--- src/rtl/uart_pkg.sv ---
// uart_pkg: shared defaults, frame constants, transmitter state type and byte selector
package uart_pkg;
   localparam int CLK_F_DEF    = 50_000_000;
   localparam int UART_BPS_DEF = 115200;
   localparam int FRAME_BITS   = 10;
   localparam int BYTES        = 8;
   typedef enum logic [1:0] {IDLE, START, DATA, STOP} tx_state_t;
   function automatic logic [7:0] byte_of(input logic [63:0] w, input logic [2:0] k);
      return w[8*(7-int'(k)) +: 8];
   endfunction
endpackage

--- src/rtl/uart_byte_tx.sv ---
// uart_byte_tx: 8N1 LSB-first byte transmitter that chains frames with no idle gap
module uart_byte_tx
   import uart_pkg::*;
#(
   parameter int CLK_GOAL = CLK_F_DEF / UART_BPS_DEF
) (
   input  logic       clk,
   input  logic       rst_n,
   input  logic       tx_start,
   input  logic [7:0] tx_data,
   output logic       txd,
   output logic       tx_done
);
   localparam int CW = CLK_GOAL > 1 ? $clog2(CLK_GOAL) : 1;
   localparam logic [CW-1:0] LAST = CW'(CLK_GOAL - 1);
   tx_state_t state, state_n;
   logic [CW-1:0] cnt;
   logic [2:0] bit_idx;
   logic [7:0] sh;
   logic wrap, load, txd_n;
   assign wrap = cnt == LAST;
   // state, bit timer, shift register and the registered line driver
   always_ff @(posedge clk or posedge rst_n)
      if (rst_n) begin
         state   <= IDLE;
         cnt     <= '0;
         bit_idx <= '0;
         sh      <= '0;
         txd     <= 1'b1;
      end else begin
         state   <= state_n;
         cnt     <= (state == IDLE || wrap) ? '0 : cnt + 1'b1;
         bit_idx <= (state == DATA && wrap) ? bit_idx + 1'b1 : bit_idx;
         sh      <= load ? tx_data : (state == DATA && wrap) ? sh >> 1 : sh;
         txd     <= txd_n;
      end
   // next state: a start request at the end of a stop bit chains straight into the next start bit
   always_comb begin
      state_n = state;
      case (state)
         IDLE:    state_n = tx_start ? START : IDLE;
         START:   state_n = wrap ? DATA : START;
         DATA:    state_n = (wrap && bit_idx == 3'd7) ? STOP : DATA;
         STOP:    state_n = wrap ? (tx_start ? START : IDLE) : STOP;
         default: state_n = IDLE;
      endcase
   end
   // outputs: line level for the coming clock, byte load strobe, end-of-frame pulse
   always_comb begin
      load    = tx_start && (state == IDLE || (state == STOP && wrap));
      tx_done = state == STOP && wrap;
      txd_n   = state_n == START ? 1'b0 :
                state_n == DATA  ? ((state == DATA && wrap) ? sh[1] : sh[0]) : 1'b1;
   end
endmodule

--- src/rtl/top_in.sv ---
// top_in: sends a 64-bit word as 8 back-to-back UART bytes, MSB byte first, on a start edge
module top_in
   import uart_pkg::*;
#(
   parameter int CLK_F    = CLK_F_DEF,
   parameter int UART_BPS = UART_BPS_DEF
) (
   input  logic        clk,
   input  logic        rst_n,
   input  logic [63:0] data_64,
   input  logic        manual_start,
   output logic        uart_txd
);
   localparam int CLK_GOAL = CLK_F / UART_BPS;
   logic start_d, busy, launch, last, tx_start, tx_done;
   logic [2:0] idx;
   logic [63:0] shadow;
   logic [7:0] tx_data;
   assign launch   = manual_start & ~start_d & ~busy;
   assign last     = idx == 3'(BYTES - 1);
   assign tx_start = launch | (tx_done & ~last);
   assign tx_data  = busy ? byte_of(shadow, idx + 3'd1) : data_64[63:56];
   // edge detect, word capture and byte sequencing; busy drops in the clock the last stop bit ends
   always_ff @(posedge clk or posedge rst_n)
      if (rst_n) begin
         start_d <= 1'b0;
         busy    <= 1'b0;
         idx     <= '0;
         shadow  <= '0;
      end else begin
         start_d <= manual_start;
         if (launch) begin
            shadow <= data_64;
            idx    <= '0;
            busy   <= 1'b1;
         end else if (tx_done) begin
            busy <= ~last;
            idx  <= idx + 1'b1;
         end
      end
   uart_byte_tx #(.CLK_GOAL(CLK_GOAL)) u_tx (
      .clk      (clk),
      .rst_n    (rst_n),
      .tx_start (tx_start),
      .tx_data  (tx_data),
      .txd      (uart_txd),
      .tx_done  (tx_done)
   );
endmodule

--- config.mk ---
export PLATFORM = sky130hd
export DESIGN_NAME = top_in
export DESIGN_NICKNAME = d
export VERILOG_FILES = /design/src/rtl/uart_pkg.sv /design/src/rtl/uart_byte_tx.sv /design/src/rtl/top_in.sv
export SDC_FILE = /design/constraint.sdc
export NUM_CORES = 1
export LEC_CHECK = 0
export CAP_MARGIN = 25
export CORE_ASPECT_RATIO = 2
export CORE_UTILIZATION = 28
export DETAILED_ROUTE_END_ITERATION = 8
export GPL_TIMING_DRIVEN = 0
export SLEW_MARGIN = 40
export SYNTH_ARGS = -nofsm -noshare
export SYNTH_HDL_FRONTEND = slang
export SYNTH_SLANG_ARGS = --single-unit
export TNS_END_PERCENT = 50
--- constraint.sdc ---
create_clock -name clk -period 5.4 [get_ports clk]
set_input_delay 0.54 -clock clk [delete_from_list [all_inputs] [get_ports clk]]
set_output_delay 0.54 -clock clk [all_outputs]
set_load 0.01 [all_outputs]
==> results.md <==
- The run finished with clean final reports.
- Measured along the y axis, the die boundary spans 178 um.
- The largest clock skew in the final design is 0.00522 ns.
- The number of top-level design ports is 68.
- The net count of the finished layout is 612.
- The total clock buffers created by CTS is 9.
- The count of mapped cells out of synthesis is 460.
- The part of the power in combinational logic is between 10% and 20%.
- Yosys attributes the largest share of cell area to dfrtp_1 (52%), nand2_1 (17%), mux2i_1 (8.3%), mux4_2 (2.1%), nor2_1 (1.8%).
- The die covers 0.0161 mm2.
- The register clock-pin slew on the reported worst setup and hold paths is about 0.060 ns.
- The share of synthesized flip-flops with an asynchronous set or reset is 100%.
- Leaving out fill and tap cells, the most frequent cells in the layout are nand2_1 (200), dfrtp_1 (91), clkdlybuf4s50_1 (67).
- Summing all placed instances gives a cell area of 0.00531 mm2.
- Across the VDD grid, the largest voltage drop is 149 uV.
- The post-layout worst setup margin is 3.11 ns.
- The H-tree level count is 3.
- The overall die width is approximately 90 um.
- The number of inserted diodes is 0.
- Yosys mapped a number of flops with a built-in enable equal to 0.
- STA puts the critical path data required time at 5.61 ns.
- Headroom to the max-slew limit came out at between 50% and 60%.
- The worst setup path is launched from a register.
- Setup repair after global routing left no endpoint under its margin.
- The pin count of the biggest net entering global routing is 59.
- Derived from the worst setup path, the maximum achievable clock frequency is 437 MHz.
- The number of antenna violations at the first check in global routing is 0.
- TritonCTS built the clock tree.
- The clock reaches the later pin of the worst-skew pair after 0.33 ns.
- The share of layout cells above drive strength 1 is 7.72%.
- The summed area of non-filler cells in the final layout is approximately 0.0056 mm2.
- The share of the clock period used by the worst path after layout is a little over two fifths.
- Of the total power, the share spent switching nets is ~22%.
- The initial cell density of the core is 28.7%.
- In this run, post-CTS hold repair placed 0 buffers.
- The internal power contribution is 1230 uW.
- Summed over all layers, the routed wires come to 11.4 mm.
- In this run the critical register-to-register path is launched from idx[0].
- Summed over its instances, the top area cell type makes up 52.2% of the synthesized netlist area.
- The worst slack at placement is 2.90 ns.
- The predominant post-synthesis flop cell is dfrtp_1.
- Sequential cells burn 46.8% of the power.
- The largest fanout on the critical path is 10.
- The count of filler cells inserted in the layout is 1560.
- The number of pins exceeding their max-slew limit in the final report is 0.
- Counting every net in the synthesized netlist gives 533.
- The buffers inserted during post-CTS setup optimization is 0.
- The multi-input logic area is between 0.0015 and 0.002 mm2.
- After routing, the total negative slack on setup checks comes to 0 ns.
- Summed over all nets, the half-perimeter wirelength after detailed placement is a little over 9 mm.
- The portion of the post-synthesis area used by sequential elements is 52.8%.
- The remaining number of nets flagged by the antenna check after routing is 0.
- The detailed-routing iteration count for the pre-antenna-repair pass is 4.
- The worst-case hold slack is 0.470 ns.
- The total power density per cell area is 281 mW/mm2.
- For the pin with the worst max-slew slack, the measured transition is around 0.72 ns.
- The tightest min-delay check is of the reg2reg type.
- The placer congestion estimate is approximately 0.84.
- The fraction of power consumed by the clock network is 42.2%.
- The area of the core is 0.0152 mm2.
- Data on the critical path arrives at its endpoint at 2.50 ns.
- The longest clock path from root to sink contains 2 buffers.
- Across every metal layer, demand over resource in global routing totals ~15%.
- After floorplanning, the core was divided into 64 placement rows.
- The number of buffer cells added on primary ports is 67.
- The post-synth design cell area is 0.00436 mm2.
- The startpoint identified for the worst hold timing path is shadow[0].
- The worst register-to-register path ends at u_tx.sh[4].
- The global-route wire length before repair is 18.1 mm.
- Max-cap violations in this run came to 0.
- The area growth from synthesis to layout is 29.1%.
- The number of vias in the routed layout is around 3.4k.
- The number of global-route vias before repair is 3601.
- The worst hold endpoint is shadow[0].
- In this run, the number of DRC markers left after iteration 0 of detailed routing was 157.
- The worst setup path is captured at a register.
- The tree built by TritonCTS fans out to 92 sinks.
- The library cell used most frequently in the layout, excluding fill and tap cells, is nand2_1.
- In this run, synthesis produced a sequential element count of 92.
- The sequential cell area in the final layout is about 0.0023 mm2.
- After detailed routing, the average wire length per cell comes to 15.4 um.
- The worst path needs 2.29 ns of the cycle, external delays included.
- The synthesized design spends more area on one cell type than any other, namely dfrtp_1.
- The number of cells on the worst reg-to-reg path is 7.
- The analysis attributes to net switching a power of 353 uW.
- The netlist uses 39 different library cells.
- The worst register-to-register path has a setup slack of approximately 3.1 ns.
- The tree is rooted in a clkbuf_16.
- The critical path in this run is classified as reg2reg.
- The mean cell area of the mapped netlist is between 9 and 10 um2.
- In this run, post-CTS repair resized a total of 0 instances.
- For this run the aggregate overflow at the end of global routing stands at 0.
- The detailed-route vias per instance is 4.53.
- The DRC violation count after routing is 0.
- Setup violations remaining at the end of the flow were counted as 0.
- The analysis attributes to cell leakage a power of approximately 0.0027 uW.
- Along the worst hold path, the cell count comes to 2.
- The number of warnings printed during yosys synthesis is 0.
- The total count of hold-check failures in the final report is 0.
-- worst max-delay path, stage by stage, from the launching register on --
cell and delay (ns):
dfrtp_1 0.38, ha_1 0.29, buf_2 0.30, buf_4 0.29, mux2i_1 0.40, a221oi_1 0.15
a211oi_1 0.28, a21oi_1 0.07
-- registers in the layout, summed over array words and instances (netlist names) --
name and count:
u_tx.cnt 9, idx 3, u_tx.state 2, busy 1, shadow 64, u_tx.txd 1
u_tx.bit_idx 3, u_tx.sh 8, start_d 1
-- worst max-delay path by stage --
stage                     slack (ns)  cells after the start          to         start
after detailed placement        2.90                      6   shadow[5]  manual_start
after global routing            2.92                      8  u_tx.sh[5]        idx[0]
after global placement          1.15                      2   shadow[2]         rst_n
after floorplan                 2.47                      1        busy         rst_n
after CTS                       3.11                      7  u_tx.sh[5]        idx[0]
final                           3.11                      7  u_tx.sh[4]        idx[0]
-- metal layers --
| layer | global-route usage (%) | share of wire [%] |
|---|---|---|
| met1 | 14.3 | 36 |
| met2 | 29.0 | 57 |
| met3 | 1.96 | 2.3 |
| met4 | 9.74 | 5.5 |
| met5 | 0 | 0 |
-- cell families after synthesis --
| kind of cell | synth area share (%) |
|---|---|
| and+or+nand+nor | 23.0 |
| DFF | 52.8 |
| muxes | 11.1 |
| AOI/OAI and AO/OA | 5.97 |
| buffers and inverters | 3.30 |
| xor gates and xnor gates | 2.01 |
| adders and majority gates | 1.72 |
-- Yosys cell counts (2+ instances only) --
| library cell | instances |
|---|---|
| nand2_1 | 200 |
| dfrtp_1 | 91 |
| mux2i_1 | 36 |
| nor2_1 | 21 |
| clkbuf_1 | 13 |
| a21oi_1 | 10 |
| nor2b_1 | 8 |
| buf_2 | 7 |
| xnor2_1 | 7 |
| a211oi_1 | 6 |
| a221oi_1 | 6 |
| a22o_1 | 6 |
| ha_1 | 6 |
| inv_1 | 5 |
| mux4_2 | 4 |
| nand3_1 | 4 |
| mux2_2 | 3 |
| xor2_1 | 3 |
| buf_4 | 2 |
| buf_6 | 2 |
| o21ai_0 | 2 |
-- power by group through the flow --
| stage | Combinational [uW] | Sequential [uW] | Clock, uW |
|---|---|---|---|
| 3_5_place_dp | 176 | 754 | 0 |
| 5_1_grt | 190 | 744 | 708 |
| 4_1_cts | 177 | 741 | 679 |
| 2_1_floorplan | 91.5 | 747 | 0 |
| 6_report | 174 | 741 | 667 |
| 3_3_place_gp | 170 | 752 | 0 |
-- through the flow --
step	util [%]	power, uW	std cells
after floorplan	-	838	460
after global placement	34.7	921	725
after detailed placement	34.9	930	726
after CTS	37.0	1600	742
after global routing	37.0	1640	742
final	37.0	1580	742
-- area by class of cell --
type	count	area share (%)
Sequential cell	92	40.9
Multi-Input combinational cell	338	34.0
Timing Repair Buffer	68	12.4
Tap cell	198	4.40
Clock buffer	11	4.31
Buffer	25	2.22
Clock inverter	5	1.33
Inverter	5	0.422
No activity file was read; power rests on OpenSTA's default activity.
